## config.mk

```make
export PLATFORM = sky130hd
export DESIGN_NAME = dma_wb_mover
export DESIGN_NICKNAME = d
export VERILOG_FILES = /design/src/rtl/dma_wb_mover.sv
export SDC_FILE = /design/constraint.sdc
export NUM_CORES = 1
export LEC_CHECK = 0
export BUFFER_PORTS_ARGS = -buffer_cell sky130_fd_sc_hd__buf_2
export CORE_MARGIN = 2
export CORE_UTILIZATION = 54
export CTS_CLUSTER_SIZE = 30
export DETAILED_ROUTE_END_ITERATION = 8
export GPL_ROUTABILITY_DRIVEN = 0
export PLACE_DENSITY_LB_ADDON = 0.25
export SLEW_MARGIN = 40
export SYNTH_ARGS = -nofsm -noshare
export SYNTH_HDL_FRONTEND = slang
export SYNTH_SLANG_ARGS = --single-unit
```

## constraint.sdc

```tcl
create_clock -name i_clk -period 2.6 [get_ports i_clk]
set_input_delay 0.52 -clock i_clk [delete_from_list [all_inputs] [get_ports i_clk]]
set_output_delay 0.52 -clock i_clk [all_outputs]
set_load 0.005 [all_outputs]
```

## src/rtl/dma_wb_mover.sv

```systemverilog
// Wishbone B4 pipelined master that copies a block of 32-bit words from source to
// destination, one read then one write per word, under control of the DMA CSR block.
module dma_wb_mover #(
    parameter int unsigned ACK_TIMEOUT = 256
) (
    input  logic        i_clk,
    input  logic        i_rst,
    input  logic [31:0] i_src_addr,
    input  logic [31:0] i_dst_addr,
    input  logic [15:0] i_len,
    input  logic        i_go,
    input  logic        i_ie,
    input  logic        i_done_if,
    output logic        o_go_clr_en,
    output logic        o_go_clr_data,
    output logic        o_busy,
    output logic        o_done_set,
    output logic        o_xfer_err,
    output logic        o_irq,
    output logic        o_wb_cyc,
    output logic        o_wb_stb,
    output logic        o_wb_we,
    output logic [31:0] o_wb_adr,
    output logic [31:0] o_wb_dat,
    output logic [3:0]  o_wb_sel,
    input  logic [31:0] i_wb_dat,
    input  logic        i_wb_ack,
    input  logic        i_wb_err,
    input  logic        i_wb_stall
);

    typedef enum logic [2:0] {
        S_IDLE,
        S_RD_REQ,
        S_RD_WAIT,
        S_WR_REQ,
        S_WR_WAIT,
        S_DONE
    } state_e;

    localparam int TW = (ACK_TIMEOUT > 1) ? $clog2(ACK_TIMEOUT + 1) : 1;
    localparam logic [TW-1:0] TMO_LAST = TW'(ACK_TIMEOUT - 1);

    state_e          state_q, state_d;
    logic [31:0]     src_q, src_d;
    logic [31:0]     dst_q, dst_d;
    logic [15:0]     rem_q, rem_d;
    logic [31:0]     buf_q, buf_d;
    logic            err_q, err_d;
    logic            go_clr_q, go_clr_d;
    logic [TW-1:0]   tmo_q, tmo_d;
    logic            irq_q;
    logic            timed_out;

    // Timeout counts cycles already spent in the current wait state with no response.
    assign timed_out = (ACK_TIMEOUT != 0) && (tmo_q == TMO_LAST);

    always_comb begin
        // NOTE: every signal gets a default before the case so no path leaves it unassigned (no latches).
        state_d  = state_q;
        src_d    = src_q;
        dst_d    = dst_q;
        rem_d    = rem_q;
        buf_d    = buf_q;
        err_d    = err_q;
        go_clr_d = 1'b0;
        tmo_d    = '0;

        case (state_q)
            S_IDLE: begin
                if (i_go) begin
                    src_d    = {i_src_addr[31:2], 2'b00};
                    dst_d    = {i_dst_addr[31:2], 2'b00};
                    rem_d    = i_len;
                    err_d    = 1'b0;
                    go_clr_d = 1'b1;
                    state_d  = (i_len == 16'd0) ? S_DONE : S_RD_REQ;
                end
            end
            S_RD_REQ: begin
                if (!i_wb_stall) state_d = S_RD_WAIT;
            end
            S_RD_WAIT: begin
                if (i_wb_err) begin
                    err_d   = 1'b1;
                    state_d = S_DONE;
                end else if (i_wb_ack) begin
                    buf_d   = i_wb_dat;
                    state_d = S_WR_REQ;
                end else if (timed_out) begin
                    err_d   = 1'b1;
                    state_d = S_DONE;
                end else begin
                    tmo_d = tmo_q + 1'b1;
                end
            end
            S_WR_REQ: begin
                if (!i_wb_stall) state_d = S_WR_WAIT;
            end
            S_WR_WAIT: begin
                if (i_wb_err) begin
                    err_d   = 1'b1;
                    state_d = S_DONE;
                end else if (i_wb_ack) begin
                    src_d   = src_q + 32'd4;
                    dst_d   = dst_q + 32'd4;
                    rem_d   = rem_q - 16'd1;
                    state_d = (rem_q == 16'd1) ? S_DONE : S_RD_REQ;
                end else if (timed_out) begin
                    err_d   = 1'b1;
                    state_d = S_DONE;
                end else begin
                    tmo_d = tmo_q + 1'b1;
                end
            end
            S_DONE: state_d = S_IDLE;
            default: state_d = S_IDLE;
        endcase
    end

    always_ff @(posedge i_clk) begin
        // NOTE: sequential state uses non-blocking assignments so all registers update together.
        if (i_rst) begin
            state_q  <= S_IDLE;
            src_q    <= '0;
            dst_q    <= '0;
            rem_q    <= '0;
            buf_q    <= '0;
            err_q    <= 1'b0;
            go_clr_q <= 1'b0;
            tmo_q    <= '0;
            irq_q    <= 1'b0;
        end else begin
            state_q  <= state_d;
            src_q    <= src_d;
            dst_q    <= dst_d;
            rem_q    <= rem_d;
            buf_q    <= buf_d;
            err_q    <= err_d;
            go_clr_q <= go_clr_d;
            tmo_q    <= tmo_d;
            irq_q    <= i_ie & i_done_if;
        end
    end

    // Bus and status outputs are decoded from registered state only.
    assign o_wb_cyc      = (state_q == S_RD_REQ) || (state_q == S_RD_WAIT) ||
                           (state_q == S_WR_REQ) || (state_q == S_WR_WAIT);
    assign o_wb_stb      = (state_q == S_RD_REQ) || (state_q == S_WR_REQ);
    assign o_wb_we       = (state_q == S_WR_REQ);
    assign o_wb_adr      = (state_q == S_WR_REQ) ? dst_q :
                           (state_q == S_RD_REQ) ? src_q : 32'd0;
    assign o_wb_dat      = (state_q == S_WR_REQ) ? buf_q : 32'd0;
    assign o_wb_sel      = 4'hF;
    assign o_busy        = (state_q != S_IDLE);
    assign o_done_set    = (state_q == S_DONE);
    assign o_xfer_err    = err_q;
    assign o_go_clr_en   = go_clr_q;
    assign o_go_clr_data = 1'b0;
    assign o_irq         = irq_q;

endmodule

```

==> results.cfg <==
[outcome]
status = completed

[placed_design]
placed_area_um2 = 8520
io_buffer_count = 185
dpl.hpwl_um = 14600
dp_worst_setup_slack_ns = 0.346

[synthesis]
synth_area_leader_cell = dfxtp_1
synthFlopType = dfxtp_1
synthCells = 1020
netlist_top_cells_area = dfxtp_1, nand2_1, a21oi_1
postSynth.asyncResetShare_pct = 0
synth-seq-area-share_pct = 33.4
syn_area_per_cell_um2 = 7.23
yosys_warnings = 0
syn_area_um2 = 7380
ys_ff_latch = 123
netlist.area_leader.share_pct = 33.4
ys_types = 63
synth-edff-count = 0

[floorplanning]
die_height_um = 121
core_um2 = 13300
initial_core_util_pct = 55.5
rows = 42
dieArea_um2 = 14600
die_x_um = 121
ios = 197

[critical_path]
critPathArrivalTime_ns = 1.81
critPathMaxFanout = 35
worstSetupPathType = flop to output pin
cp_slowest_cell = dfxtp_1
worstSetupStartpointType = flop
crit_path_end_kind = output pin
required_ns = 2.08
slowest_delay_ns = 0.32
crit_chain = buf_4 -> nand2b_1 -> inv_1 -> buf_4 -> and3_1 -> buf_2
cpMostUsedCell = buf_4

[cts]
cts_buffer_depth = 2
cts_root_buf = clkbuf_16
cts_htree_levels = 4
hold_buffers = 0
clk_pin_slew_ns = 0.06
numCtsBuffers = 17
cts_tree = yes
cts_resized = 0
clk_latency_ns = 0.42
cts_sinks = 123
post-cts-setup-buffers = 0

[power]
p_total_mw = 5.34
p_per_area_nw_per_um2 = 586
p_leak_nw = 3.75
vdd_ir_drop_max_uv = 483

[drt]
wl_met1_um = 9670
drc_errors = 0
wire_per_inst_um = 16.0
detail-route-antenna-nets = 0
vias = 8167
dr_wl_met3_um = 1550
drtPass1Iterations = 5
drt_iter0_markers = 898
highest_layer = met4
drt-vias-per-instance = 5.99
wl_um = 21800
wl_met2_um = 10100

[global_route]
grt_overflow = 0
grt_pass1_vias = 7299
grt_pass1_wl_um = 35600
grt_max_degree = 75
grt_use_total_pct = 29.8
antenna_found_initial = 0

[sta]
final.setup.tns_ns = 0
period_share_pct = 89.6
hold_viol = 0
setup_viol_count_final = 0
skew_ns = 0.00714
min_period_ns = 2.33
rsz0062_at_grt = no
final-max-slew-violation-count = 0
worstMarginPinSlew_ns = 0.582
slew_headroom_pct = 61.1
max_clock_freq_mhz = 429
timing.final.ws_setup_ns = 0.271

[cells_and_area]
fin_nets = 1299
multiInputGateArea_um2 = 4520
area_delta_synth_final_pct = 23.6
regArea_um2 = 2460
drive_gt1_share_pct = 22.7
final_area_um2 = 9120
n_fill_cell = 1194

[min_path]
hold_class = input pin to flop

[run]
drv_cap = 0
[worst max-delay path, delay by kind of cell (launching register included)]
family | cells | cell delay (ns)
flops | 1 | 0.32
buf+inv | 4 | 0.70
simple gates | 2 | 0.35
[flip-flops by register name (all words and copies together), names as in the netlist]
signal and flops:
rem_q 16, o_irq 1, tmo_q 9, dst_q 30, buf_q 32, o_go_clr_en 1, src_q 30, o_xfer_err 1
state_q 3
[per-stage QoR]
stage               cells  util [%]  hold WS (ns)
global route         1362      68.6         0.319
detailed placement   1330      64.1         0.443
floorplan            1025         -         0.426
global placement     1330      64.1         0.437
CTS                  1362      68.6         0.301
finish               1363      68.6         0.315
[path summary, 6_finish.rpt]
path               from  slack [ns]  cells past startpoint           end
max          state_q[0]        0.27                      6  o_wb_dat[11]
min           i_done_if        0.31                      3         o_irq
max reg2reg  state_q[2]        0.30                      5     dst_q[31]
min reg2reg   buf_q[19]        0.45                      2     buf_q[19]
[where the power goes]
part           switching [mW]  internal (mW)
logic                   0.453          0.331
clock network           0.904           1.51
registers               0.149           2.00
total                    1.51           3.84
[cell usage in the layout (no fill, tap or decap), drive strengths merged, types with 11 or more instances in the layout]
master | Yosys | final
nor4 | 15 | 15
or3 | 14 | 14
nor2 | 113 | 113
nor3 | 29 | 29
nand4 | 29 | 29
a21o | 11 | 11
clkbuf | 62 | 18
and3 | 46 | 46
a21oi | 95 | 95
a211oi | 21 | 21
inv | 10 | 12
nand2 | 147 | 147
buf | 29 | 220
nand3 | 35 | 35
o21ai | 56 | 56
a22oi | 13 | 13
dfxtp | 123 | 123
mux2i | 33 | 33
a31oi | 22 | 22
[cells by family (layout without fill, tap and decap cells)]
family	after synthesis	count (layout)	share of synthesized area [%]
buffers and inverters	101	262	5.93
xor gates and xnor gates	6	6	0.712
muxes	34	34	4.63
and+or+nand+nor	470	470	30.8
adders and majority gates	6	6	1.02
other	2	8	0.102
AOI/OAI and AO/OA	278	278	23.4
DFF	123	123	33.4
[final cells by class]
type	instances	area share (%)
multi-input cells	801	49.5
flip-flops and latches	123	27.0
repair buffers	220	14.0
clock buffers	18	4.70
well taps	176	2.41
clock inverters	14	1.88
inverters	10	0.411
diodes	1	0.0274
[routing by layer]
layer	global-route usage, %	up-vias
met1	42.2	3789
li1	-	3998
met5	0	-
met2	45.6	347
met3	4.14	33
met4	11.9	0
[cells in the mapped netlist (5+ instances only)]
cell type  instances
nor3_1            29
nor2_1           113
and3_1            46
ha_1               6
nand4_1           28
a31oi_1           22
and2_1             7
or4_1              6
o211ai_1           5
nor4_1            12
o21ai_0           56
inv_1             10
buf_2             13
a21oi_1           95
nand2b_1           9
clkbuf_1          61
nand2_1          147
a21o_1            11
a211oi_1          20
dfxtp_1          123
a311oi_1           5
buf_4              7
or3_1             14
nand3_1           35
a22o_1             6
mux2i_1           33
buf_1              7
a22oi_1           13
o22ai_1            7
Power figures use the tool's default switching activity.
